===== src/rtl/phase_accumulator.sv =====
// NCO phase generator: 28-bit FTW accumulator plus 12-bit phase offset, registered phase word.
// Optional PHASE_ACC_SEL_SYNC_EN adds 2-flop synchronizers on freq_sel/phase_sel.
module phase_accumulator #(
  parameter int ACC_W = 28,
  parameter int OUT_W = 12
) (
  input  logic             clock,
  input  logic             reset,
  input  logic [ACC_W-1:0] freq0_set,
  input  logic [ACC_W-1:0] freq1_set,
  input  logic             freq_sel,
  input  logic [OUT_W-1:0] phase0_set,
  input  logic [OUT_W-1:0] phase1_set,
  input  logic             phase_sel,
  output logic [OUT_W-1:0] phase_out
);

  logic             freq_sel_eff;
  logic             phase_sel_eff;
  logic [ACC_W-1:0] acc;
  logic [ACC_W-1:0] ftw;
  logic [OUT_W-1:0] poff;
  logic [ACC_W-1:0] acc_next;
  logic [OUT_W-1:0] phase_next;

`ifdef PHASE_ACC_SEL_SYNC_EN
  // Selects may come from another domain; data words are assumed quasi-static.
  logic [1:0] freq_sync;
  logic [1:0] phase_sync;

  always_ff @(posedge clock or negedge reset) begin
    if (!reset) begin
      freq_sync  <= '0;
      phase_sync <= '0;
    end else begin
      freq_sync  <= {freq_sync[0], freq_sel};
      phase_sync <= {phase_sync[0], phase_sel};
    end
  end

  assign freq_sel_eff  = freq_sync[1];
  assign phase_sel_eff = phase_sync[1];
`else
  assign freq_sel_eff  = freq_sel;
  assign phase_sel_eff = phase_sel;
`endif

  always_comb begin
    ftw        = freq_sel_eff ? freq1_set : freq0_set;
    poff       = phase_sel_eff ? phase1_set : phase0_set;
    acc_next   = acc + ftw;
    // Output uses this edge's accumulation, so phase_out has no extra lag behind acc.
    phase_next = acc_next[ACC_W-1 -: OUT_W] + poff;
  end

  always_ff @(posedge clock or negedge reset) begin
    if (!reset) begin
      acc       <= '0;
      phase_out <= '0;
    end else begin
      acc       <= acc_next;
      phase_out <= phase_next;
    end
  end

endmodule


===== config.mk =====
export PLATFORM = sky130hd
export DESIGN_NAME = phase_accumulator
export DESIGN_NICKNAME = d
export VERILOG_FILES = /design/src/rtl/phase_accumulator.sv
export SDC_FILE = /design/constraint.sdc
export NUM_CORES = 1
export LEC_CHECK = 0
export CAP_MARGIN = 20
export CORE_MARGIN = 4
export CORE_UTILIZATION = 35
export CTS_BUF_LIST = sky130_fd_sc_hd__clkbuf_4 sky130_fd_sc_hd__clkbuf_8
export DETAILED_ROUTE_END_ITERATION = 7
export GPL_TIMING_DRIVEN = 0
export PLACE_DENSITY = 0.68
export SLEW_MARGIN = 20
export SYNTH_ARGS = -nofsm -noshare
export SYNTH_HDL_FRONTEND = slang
export SYNTH_SLANG_ARGS = --single-unit

===== constraint.sdc =====
create_clock -name clock -period 6.42 [get_ports clock]
set_input_delay 1.605 -clock clock [delete_from_list [all_inputs] [get_ports clock]]
set_output_delay 1.605 -clock clock [all_outputs]
set_load 0.005 [all_outputs]

Word level (Yosys, flattened, before mapping)
Cells that the tools add are included.
W data, S select, Z words.
Cells by class
  multiplexer cells: 2
  add/sub/neg operators: 2
Operators by type and width (count)
  $add A28 B28 Y28: 1
  $mux W28: 1
  $add A12 B12 Y12: 1
  $mux W12: 1
Storage, ports and cells
  input bits: 84
  bits in registers: 40
  output and inout bits: 12

Longest topological paths before layout
Gate-level depths: netlist (run 1).
  depth in word-level cells: 3
  gate-level depth with buffers: 21
  depth with buffers taken out: 19

Worst setup path before layout (run 1)
No wires, ideal clock.
  path type: input-to-reg
  from: in freq_sel
  to: reg phase_out[10]
  setup slack: 0.141 ns
  library setup time: 0.104 ns
  data required time: 6.316 ns
  path buffers: 2
  arrival time: 6.175 ns
  stages on the path: 21
  cell sequence: clkbuf_1 > clkbuf_1 > mux2_2 > ha_1 > fa_1 > a21o_1 > nand3_2 > a21oi_2 > a211o_2 > a21o_1 > a21oi_1 > xnor2_1 > ha_1 > fa_1 > a21oi_1 > nor2_1 > o21ai_1 > nor2_2 > o221a_4 > o31a_1 > o311ai_1
On the way
  cells in the longest elaborated chain, start to end: 3
Ends and longest elaborated chain
  start, declared: RTL line 11  | input logic freq_sel,
  $mux W28: RTL line 49  | ftw = freq_sel_eff ? freq1_set : freq0_set;
  $add A28 B28 Y28: RTL line 51  | acc_next = acc + ftw;
  named net acc_next[16]: RTL line 23  | logic [ACC_W-1:0] acc_next;
  $add A12 B12 Y12: RTL line 53  | phase_next = acc_next[ACC_W-1 -: OUT_W] + poff;
  named net phase_next[10]: RTL line 24  | logic [OUT_W-1:0] phase_next;
  end signal, assigned: RTL line 62  | phase_out <= phase_next;
  end, declared: RTL line 15  | output logic [OUT_W-1:0] phase_out
The timed path passes the listed nets, and every way through them passes these cells.

Final worst setup path (run 1)
Ends and elaborated chain as after synthesis.

==> qor.txt, run 1 <==
IO Pins = 96
Drt wl/cell = 13.5 um
Antenna cells = 0
Top FF cell, synth = dfrtp_1
Final Non-Filler Cells = 576
Hold path startpoint = acc[0]
# nets final = 568
Worst-path clk slew = 0.08 ns
CTS tree = done
Startpoint types = input port
Final hold vios = 0
Worst path max stage delay = 0.41 ns
Largest cells by area after synthesis = dfrtp_1 (30%), ha_1 (13%), mux2_2 (12%)
Synthesized Nets = 466
Syn_area_per_cell = 9.80 um2
Crit path from = freq_sel
Die Y = 106 um
# setup viols final = 0
Initial detailed-routing violation count = 72
Total gr overflow = 0
Worst r2r path cells = 18
First-pass GRT wire length = 13,200 um
DRT Wirelength = 7770 um
Yosys reg bits = 40
Vias in the first global route = 2,955
Placer congestion estimate = 0.854
HP Class = reg -> reg
Initial antenna violation count = 0
Worst path cell trace = buf_2, buf_4, mux2_2, ha_1, fa_1, a21o_1, nand3_2, a21oi_2, a211o_2, a21o_1, a21oi_1, xnor2_1, ha_1, fa_1, a21oi_1, nor2_1, o21ai_2, nor2_2, o221a_4, o31a_1, o311ai_1
Yosys cell types = 56
R2R Path End = phase_out[10]
DRT Pass-1 Iters = 4
Synth Instances = 344
Warnings, synthesis = 0
Mapped Area = 0.00337 mm2
Status = completed
Max-Cap Viols = 0
CP max stage cell = fa_1
TritonCTS buffer count = 5
Fraction of registers with async set/reset = 100%
Die area = 0.0113 mm2
Post-synth EDFFs = 0
Sink Count = 40
Max Used Layer = met4
Initial Util = 36.1%
Final instance area = 0.00462 mm2
Seq/Total Area, Yosys = 29.7%
H-Tree Depth = 2
Via Count = 2,869
P&R area growth vs syn = 37.0%
Worst reg2reg path startpoint = acc[0]
Final HPWL DP = 6510 um
CP Data Arrival Time = 6.24 ns
DIE WIDTH = 106 um
Clk buf depth = 2
Wl on met1 = 3370 um
Cell Pwr Density = 514 mW/mm2
Post-DRT Antenna Nets = 0
Hold Path Stages = 1
VDD IR max = 0.256 mV
Synth area leader = dfrtp_1
Final Cycle Share = 94.4%
Worst reg-to-reg setup slack = 2.16 ns
Leakage = 0.00194 uW
Area fraction of the dominant cell type after synthesis = 29.7%
Unrepaired setup endpoints after global routing = false
Critical path depth in cells = 21
DRC violations left = 0
Post-CTS Setup Inserts = 0
Slew HR = 57.0%
Total track usage = 14.1%
Buf+Inv Stages, Crit Path = 2
Worst Max-Slew Pin Slew = 0.645 ns
Ratio of cells with drive above 1 in the final layout = 15.4%
Family with the most delay on the worst path = compound AO/OA/AOI/OAI gates
Port bufs = 94
Post-synth top cells = dfrtp_1 (40), ha_1 (36), mux2_2 (36)
Worst Setup End Kind = register
Metal3 WL = 440 um
Crit path capture = phase_out[10]
Slew Viols, Final = 0
CORE AREA = 0.00933 mm2
Maximum clock frequency = 165 MHz
Most frequent cell after synthesis = dfrtp_1
Root Buffer = clkbuf_8
Row cnt = 35
Placed Area = 0.00450 mm2
Final min period = 6.06 ns
Worst Clk Skew = 0.00765 ns
Largest net degree at the start of global routing = 22
Placed insts = 568
Setup TNS = 0 ns
Critical path peak fanout = 10
Post-route setup slack = 0.358 ns
Clk Latency, worst-skew pair = 0.29 ns
Critical path class = in -> reg
Vias/cell = 4.98
Metal2 WL = 3900 um
Cts hold-fix bufs = 0
Critical Path RT = 6.60 ns
Placement Setup Slack = -0.654 ns
report_power, final:
group	switching (uW)	internal, uW	total [uW]
clock network	87.3	120	207
logic	899	812	1710
registers	42.0	412	454
sequential cells by signal (all words and copies together), names as in the netlist:
name and cells:
acc 28, phase_out 12
worst min-delay path by stage:
stage and end:
6_report acc[0], 5_1_grt acc[0], 4_1_cts acc[0], 3_5_place_dp acc[0], 3_3_place_gp acc[0], 2_1_floorplan acc[0]
cells in the final DEF (no fill, tap or decap), types with 2 or more instances in the layout:
cell type	Yosys	final
a211oi_1	4	4
a21o_1	4	4
a21oi_1	27	27
a21oi_2	3	3
a31oi_1	4	4
and3_1	3	3
buf_2	1	3
clkbuf_8	0	5
clkdlybuf4s50_1	0	93
dfrtp_1	40	40
fa_1	2	2
ha_1	36	36
inv_1	11	11
mux2_2	36	36
mux2i_1	6	6
nand2_1	23	23
nand2b_1	4	4
nand3_1	6	6
nand4_1	6	6
nor2_1	26	26
nor2_2	2	2
nor2b_1	3	3
nor3_1	3	3
o211ai_1	4	4
o21a_1	2	2
o21ai_0	10	10
o21ai_1	5	4
o21bai_1	4	4
or2b_1	2	2
xnor2_1	26	26
xor2_1	12	12
kinds of logic (layout without fill, tap and decap cells):
family                   Yosys count  in the layout  share of synthesized area, %
buffers and inverters             17            120                          2.15
flip-flops                        40             40                          29.7
multiplexers                      43             43                          14.2
adder cells (fa/ha/maj)           38             38                          14.6
AO/OA/AOI/OAI                     83             83                          17.4
XOR/XNOR                          38             38                          9.87
AND/OR/NAND/NOR                   85             85                          12.1
through the flow:
step | utilization [%] | hold slack, ns | power [uW]
after floorplan | - | 0.456 | 1760
after global placement | 48.0 | 0.464 | 2100
after detailed placement | 48.2 | 0.474 | 2160
after CTS | 49.4 | 0.493 | 2390
after global routing | 49.5 | 0.520 | 2620
final | 49.5 | 0.487 | 2370
metal layers:
metal / vias to the layer above / track usage (%)
met5: - / 0
met4: 0 / 2.87
met3: 5 / 3.34
met2: 75 / 25.7
met1: 1334 / 16.9
li1: 1455 / -
layout make-up:
cell class / instances / area (um2)
plain buffers: 6 / 37.5
clock buffers: 6 / 76.3
clock inverters: 2 / 35.0
fillers: 889 / 4710
inverters: 11 / 41.3
multi-input cells: 287 / 2300
flip-flops and latches: 40 / 1000
well taps: 129 / 161
repair buffers: 95 / 963
what timing repair did:
action	in CTS	in global routing
gates cloned	0	0
hold endpoints to repair	0	0
gates resized for setup	2	7
endpoints found under the setup margin	4	4
No activity file was read; power rests on OpenSTA's default activity.
==> inputs of run 2 (changes only) <==
Settings changed: MAX_ROUTING_LAYER set to met4.
==> qor.txt, run 2 (same netlist as run 1, synthesis figures left out) <==
Largest register FFs = 28
Internal = 1340 uW
Via Count = 2,867
TritonCTS buffer count = 5
Final Non-Filler Cells = 576
CORE AREA = 0.00933 mm2
Critical path peak fanout = 10
Unrepaired setup endpoints after global routing = false
Drt wl/cell = 13.5 um
Root Buffer = clkbuf_8
Maximum clock frequency = 165 MHz
DRT Pass-1 Iters = 4
First-pass GRT wire length = 13,300 um
HP Class = reg -> reg
Final Cycle Share = 94.3%
CP max stage cell = fa_1
Initial Util = 36.1%
Clock Power Share = 8.8%
Status = completed
Multi-input logic area = 0.00230 mm2
Slew HR = 56.8%
Largest net degree at the start of global routing = 22
Fin Hold WS = 0.490 ns
Placement Setup Slack = -0.654 ns
Buf+Inv Stages, Crit Path = 2
P&R area growth vs syn = 37.0%
Commonest non-fill, non-tap cell in the layout = clkdlybuf4s50_1
Critical Path RT = 6.61 ns
H-Tree Depth = 2
DRT Wirelength = 7800 um
Register area = 0.00100 mm2
Antenna cells = 0
Worst reg-to-reg setup slack = 2.16 ns
Vias in the first global route = 2,952
Worst Clk Skew = 0.0106 ns
Max-Cap Viols = 0
Slew Viols, Final = 0
Post-route setup slack = 0.366 ns
CTS tree = done
Worst Max-Slew Pin Slew = 0.647 ns
P_sw = 1030 uW
Most frequent cells in the layout = clkdlybuf4s50_1 (93), dfrtp_1 (40), mux2_2 (36), ha_1 (36), a21oi_1 (27)
Worst Setup End Kind = register
DRC violations left = 0
Initial detailed-routing violation count = 67
Final hold vios = 0
CP Data Arrival Time = 6.24 ns
Die Y = 106 um
Ratio of cells with drive above 1 in the final layout = 15.4%
Placed insts = 568
Clk Latency, worst-skew pair = 0.29 ns
Final min period = 6.05 ns
Switching portion of total power = 43.4%
Fill cells = 889
Port bufs = 94
# setup viols final = 0
VDD IR max = 0.257 mV
Cts hold-fix bufs = 0
Clk buf depth = 2
Sequential share of power = 19.1%
Family with the most delay on the worst path = compound AO/OA/AOI/OAI gates
Worst path cell trace = buf_2, buf_4, mux2_2, ha_1, fa_1, a21o_1, nand3_2, a21oi_2, a211o_2, a21o_1, a21oi_1, xnor2_1, ha_1, fa_1, a21oi_1, nor2_1, o21ai_2, nor2_2, o221a_4, o31a_1, o311ai_1
Die area = 0.0113 mm2
Total gr overflow = 0
Placer congestion estimate = 0.867
Initial antenna violation count = 0
IO Pins = 96
Post-DRT Antenna Nets = 0
Setup TNS = 0 ns
Worst-path clk slew = 0.09 ns
Leakage = 0.00194 uW
Post-CTS Setup Inserts = 0
Cell Pwr Density = 515 mW/mm2
Final HPWL DP = 6510 um
Sink Count = 40
Worst path max stage delay = 0.41 ns
# nets final = 568
Critical path class = in -> reg
Gate power share = 72.1%
Biggest regs = acc (28), phase_out (12)
Row cnt = 35
DIE WIDTH = 106 um
Total track usage = 14.5%
Vias/cell = 4.98
Largest Register = acc
Startpoint types = input port
==> run 2: layout make-up <==
cell class                 instances  area share (%)
clock inverter                     2           0.759
tap                              129            3.50
timing repair buffer              95            20.9
clock buffer                       6            1.65
buffer                             6           0.813
multi-input combinational        287            49.8
inverter                          11           0.894
sequential                        40            21.7
==> run 2: per-stage QoR <==
stage | power [uW] | area, um2 | util, %
6_report | 2380 | 4620 | 49.5
5_1_grt | 2620 | 4620 | 49.5
4_1_cts | 2390 | 4610 | 49.4
3_5_place_dp | 2160 | 4500 | 48.2
3_3_place_gp | 2100 | 4470 | 48.0
2_1_floorplan | 1760 | 3370 | -
==> run 2: path summary, 6_finish.rpt <==
kind | endpoint | depth (start not counted) | start
max | phase_out[10] | 21 | freq_sel
min | acc[0] | 1 | acc[0]
max reg2reg | phase_out[10] | 18 | acc[0]
min reg2reg | acc[0] | 1 | acc[0]
max in group asynchronous | acc[8] | 2 | reset
min in group asynchronous | acc[22] | 1 | reset
==> run 2: power by group through the flow <==
stage          sequential [uW]  combinational, uW  clock, uW
2_1_floorplan              456               1300          0
3_3_place_gp               457               1640          0
3_5_place_dp               461               1700          0
4_1_cts                    457               1720        217
5_1_grt                    470               1930        227
6_report                   454               1710        209
==> run 2: layer usage <==
metal	track usage, %	wire [um]	up-vias
li1	-	-	1456
met1	17.1	3470	1341
met2	25.7	3900	65
met3	3.10	379	5
met4	2.87	46	0
met5	-	0	-
==> run 2: timing repair <==
action	4_1_cts	5_1_grt
pin swaps	0	0
gates resized for setup	2	7
setup endpoints to repair	4	4
